$ cat config.mk
export PLATFORM = sky130hd
export DESIGN_NAME = ps2_key_event_fifo
export DESIGN_NICKNAME = d
export VERILOG_FILES = /design/src/rtl/ps2_key_event_fifo.sv
export SDC_FILE = /design/constraint.sdc
export NUM_CORES = 1
export LEC_CHECK = 0
export BUFFER_PORTS_ARGS = -buffer_cell sky130_fd_sc_hd__buf_2
export CAP_MARGIN = 20
export CORE_MARGIN = 2
export CORE_UTILIZATION = 60
export CTS_CLUSTER_DIAMETER = 150
export DETAILED_ROUTE_END_ITERATION = 6
export PLACE_DENSITY = 0.79
export SYNTH_ARGS = -nofsm -noshare
export SYNTH_HDL_FRONTEND = slang
export SYNTH_SLANG_ARGS = --single-unit
$ cat constraint.sdc
create_clock -name CLK -period 4.63 [get_ports CLK]
set_input_delay 0.6945 -clock CLK [delete_from_list [all_inputs] [get_ports CLK]]
set_output_delay 0.6945 -clock CLK [all_outputs]
set_load 0.02 [all_outputs]
$ cat src/rtl/ps2_key_event_fifo.sv
// PS/2 key-event decoder feeding a first-word-fall-through event FIFO.
// Raw scan-code bytes are folded into one {ext, brk, code} word per key action.
// The CPU reads these words as a memory-mapped keyboard port.
module ps2_key_event_fifo #(
  parameter int DEPTH     = 16,
  parameter int CNT_W     = 5,
  parameter int PAUSE_LEN = 7
) (
  input  logic        CLK,
  input  logic        RST_N,
  input  logic [7:0]  rx_data,
  input  logic        rx_valid,
  input  logic        rd_en,
  input  logic        ovf_clr,
  output logic [31:0] rd_data,
  output logic        empty,
  output logic        full,
  output logic        overflow
);

  localparam int PW = (DEPTH > 1) ? $clog2(DEPTH) : 1;
  localparam int SW = $clog2(PAUSE_LEN + 1);

  typedef enum logic [2:0] {S_IDLE, S_EXT, S_BRK, S_EXT_BRK, S_PAUSE} state_t;

  state_t         state;
  logic [SW-1:0]  skip_cnt;
  logic           ev_vld;
  logic [9:0]     ev_word;

  logic [9:0]     mem [DEPTH];
  logic [PW-1:0]  wr_ptr, rd_ptr;
  logic [CNT_W-1:0] count;
  logic           pop, wr_ok;
  logic [9:0]     head;

  // Decoder: advances on each received byte, emits a registered event word.
  always_ff @(posedge CLK) begin
    if (!RST_N) begin
      state    <= S_IDLE;
      skip_cnt <= '0;
      ev_vld   <= 1'b0;
      ev_word  <= '0;
    end else begin
      ev_vld <= 1'b0;
      if (rx_valid) begin
        case (state)
          S_IDLE: begin
            case (rx_data)
              8'hE0: state <= S_EXT;
              8'hF0: state <= S_BRK;
              8'hE1: begin
                state    <= S_PAUSE;
                skip_cnt <= SW'(PAUSE_LEN);
              end
              // BAT result, ack, echo, resend, error codes: not key actions
              8'hAA, 8'hFA, 8'hEE, 8'hFE, 8'h00, 8'hFF: ;
              default: begin
                ev_vld  <= 1'b1;
                ev_word <= {2'b00, rx_data};
              end
            endcase
          end
          S_EXT: begin
            case (rx_data)
              8'hF0:        state <= S_EXT_BRK;
              8'hE0, 8'hE1: ;
              default: begin
                ev_vld  <= 1'b1;
                ev_word <= {2'b10, rx_data};
                state   <= S_IDLE;
              end
            endcase
          end
          S_BRK: begin
            // A second prefix right after F0 is malformed; drop it and resync.
            if (rx_data != 8'hF0 && rx_data != 8'hE0) begin
              ev_vld  <= 1'b1;
              ev_word <= {2'b01, rx_data};
            end
            state <= S_IDLE;
          end
          S_EXT_BRK: begin
            ev_vld  <= 1'b1;
            ev_word <= {2'b11, rx_data};
            state   <= S_IDLE;
          end
          S_PAUSE: begin
            // Pause has no break code; report the whole sequence as one E1 event.
            skip_cnt <= skip_cnt - SW'(1);
            if (skip_cnt <= SW'(1)) begin
              ev_vld  <= 1'b1;
              ev_word <= {2'b00, 8'hE1};
              state   <= S_IDLE;
            end
          end
          default: state <= S_IDLE;
        endcase
      end
    end
  end

  assign empty = (count == '0);
  assign full  = (count == CNT_W'(DEPTH));
  assign pop   = rd_en && !empty;
  // When full, a push is accepted only if a pop frees a slot in the same cycle.
  assign wr_ok = ev_vld && (!full || pop);

  // Event storage; pointers alone define validity, so no reset is needed here.
  always_ff @(posedge CLK) begin
    if (RST_N && wr_ok) mem[wr_ptr] <= ev_word;
  end

  // Pointers, occupancy and sticky overflow.
  always_ff @(posedge CLK) begin
    if (!RST_N) begin
      wr_ptr   <= '0;
      rd_ptr   <= '0;
      count    <= '0;
      overflow <= 1'b0;
    end else begin
      if (wr_ok) wr_ptr <= wr_ptr + PW'(1);
      if (pop)   rd_ptr <= rd_ptr + PW'(1);
      case ({wr_ok, pop})
        2'b10:   count <= count + CNT_W'(1);
        2'b01:   count <= count - CNT_W'(1);
        default: ;
      endcase
      // A drop in the same cycle as a clear wins, so no lost event goes unreported.
      if (ev_vld && !wr_ok) overflow <= 1'b1;
      else if (ovf_clr)     overflow <= 1'b0;
    end
  end

  assign head    = empty ? 10'h0 : mem[rd_ptr];
  assign rd_data = {!empty, overflow, 9'b0, count, 6'b0, head};

endmodule

==> out/metrics.cfg <==
[synth]
synth_area_leader_cell = edfxtp_1
netlist_instances = 490
synth_top_area_share_pct = 58.3
synth_cell_types = 53
yosys-top-cells-area = edfxtp_1, mux4_2, dfxtp_1, mux4_1, mux2i_1
syn-cell-area_mm2 = 0.00825
synth_common_cells = edfxtp_1, dfxtp_1, mux4_2
synth_edf_count = 160
ys_seq_area_share_pct = 66.8
syn_area_per_cell_um2 = 16.8
async_flop_share_pct = 0
synth.most_common_cell = edfxtp_1
ys_warn_count = 0
ys_ff_latch = 195
synthFlopType = edfxtp_1

[power]
p_sw_share_pct = 27.7
pwr-share-seq_pct = 46.8
power_switching_mw = 1.20
power.share.combinational_pct = 20.6
p_leak_nw = 3.18
power.total_mw = 4.33
p_int_mw = 3.13
clockPowerShare_pct = 32.6
vdd_drop_max_uv = 270
p_per_area_mw_per_mm2 = 473

[clocking]
clk_pin_slew_ns = 0.07
root_buffer = clkbuf_16
cts.path.max_buffers = 2
cts_setup_buffers = 0
cts_hold_buf = 0
clock_latency_ns = 0.43
htree_levels = 4
cts.sinks = 195
cts-resized-gates = 0
cts_tree = done
cts_buffers = 17

[timing]
slew_violations = 0
setup_slack_ns = 1.10
tns_ns = 0
worst_slew_pin_slew_ns = 1.09
fmax_mhz = 283
layout_min_cycle_time_ns = 3.53
final_hold_viol_count = 0
skew_ns = 0.00841
setup_violations = 0
rsz0062_at_grt = no
timing.final.crit_share_pct = 76.3
slew_headroom_pct = 27.2

[run_status]
status = completed

[global_routing]
grt_overflow_total = 0
grt_max_degree = 45
track_usage_pct = 24.5
grt_pass1_wl_um = 25400
antenna_found_initial = 0
grt_pass1_vias = 4373

[detailed_routing]
vias = 4415
ant_nets = 0
drt-vias-per-instance = 6.14
drc = 0
drt_iter0_drc = 443
drtPass1Iterations = 4
routedWlPerCell_um = 23.0
drt_wl_total_um = 16500

[placement]
dp.cells = 683
port_buffers = 32
pre_cts_ws_ns = 1.53
dpl.hpwl_um = 10200
routabilityCongestion = 0.812

[layout]
antennaDiodeCount = 0
nNetsFinal = 554
stdcell_count = 719
drive_above_1_share_pct = 22.1
syn_to_final_growth_pct = 10.9

[setup_path]
cp-start-kind = flip-flop
worstSetupPathType = flip-flop to output port
critical_path.max_fanout = 25
end_kind = output port
required_ns = 3.94
rrSetupSlack_ns = 1.92
arrival_ns = 2.84

[floorplan]
fp.dieH_um = 121
rows = 42
fp.coreArea_mm2 = 0.0133
start_util_pct = 61.8
die_area_mm2 = 0.0147
pin_count = 48
die_w_um = 121

[worst_hold_path]
hold_class = flip-flop to flip-flop

[flow_run]
maxCapViolCount = 0

## critical path: stages (launching register included)
cell and delay [ns]:
dfxtp_1 0.78, buf_4 0.45, mux4_2 0.35, mux4_2 0.48
and2_1 0.17, buf_2 0.16
## per-layer routing
metal  wire, µm  up-vias  track usage (%)
met5          0        -                0
met2       8590      182             41.1
li1           -     1958                -
met3       1020       30             4.79
met1       6600     2245             32.3
met4        328        0             8.48
## flip-flops by register name, indices dropped and copies added, names as in the netlist, named ones only
| register | cells |
|---|---|
| ev_word | 10 |
| mem | 160 |
| count | 5 |
| state | 3 |
| skip_cnt | 3 |
| overflow | 1 |
| rd_ptr | 4 |
| wr_ptr | 4 |
| ev_vld | 1 |
## layout by cell type (no fill, tap or decap), types with 2 or more instances in the layout
cell / count
o21ai_0: 9
nand3_1: 12
and3_1: 3
buf_2: 32
nor3_1: 3
clkinv_4: 3
and2_1: 20
nand4_1: 5
xnor2_1: 9
buf_6: 6
conb_1: 15
a21boi_0: 3
mux4_2: 35
clkinv_1: 4
mux2i_1: 13
nand3b_1: 4
nor2_1: 21
clkbuf_16: 17
inv_1: 15
clkinv_2: 2
a211oi_1: 3
a21oi_1: 4
dfxtp_1: 34
ha_1: 10
nor2b_1: 6
bufinv_16: 2
nand2_1: 30
buf_4: 11
o41ai_1: 2
inv_6: 2
mux4_1: 15
nor4_1: 4
o211a_1: 4
edfxtp_1: 160
## power by group through the flow
stage / clock [mW] / combinational, mW / sequential (mW)
2_1_floorplan: 0 / 0.698 / 2.03
5_1_grt: 1.49 / 0.962 / 2.04
6_report: 1.41 / 0.892 / 2.02
4_1_cts: 1.43 / 0.898 / 2.02
3_5_place_dp: 0 / 0.893 / 2.06
3_3_place_gp: 0 / 0.868 / 2.06
## metrics by stage
step | hold slack [ns] | util, % | cell area (µm²)
after detailed placement | 0.517 | 63.9 | 8540
final | 0.532 | 68.5 | 9150
after global placement | 0.489 | 63.8 | 8510
after global routing | 0.565 | 68.5 | 9150
after floorplan | 0.470 | - | 8300
after CTS | 0.531 | 68.2 | 9100
## cell families after synthesis
kind of cell,after synthesis,synth area share [%]
flip-flops,195,66.8
AND/OR/NAND/NOR,114,7.06
multiplexers,63,15.9
buffers and inverters,58,3.96
AO/OA/AOI/OAI,39,3.55
adder cells (fa/ha/maj),11,1.76
XOR/XNOR,9,0.956
other,1,0.0455
## layout make-up
type,count,area (µm²)
Tap cell,176,220
Timing Repair Buffer,50,330
Fill cell,871,4200
Clock buffer,18,429
Multi-Input combinational cell,251,2470
Sequential cell,195,5510
Clock inverter,14,136
Inverter,15,56.3
## worst paths after layout
kind / start / cells past startpoint / endpoint
worst max-delay path: flip-flop / 5 / rd_data[9]
worst min-delay path: skip_cnt[2] / 2 / skip_cnt[2]
worst max register to register: count[1] / 8 / count[4]
worst min register to register: skip_cnt[2] / 2 / skip_cnt[2]
Power figures use the tool's default switching activity.
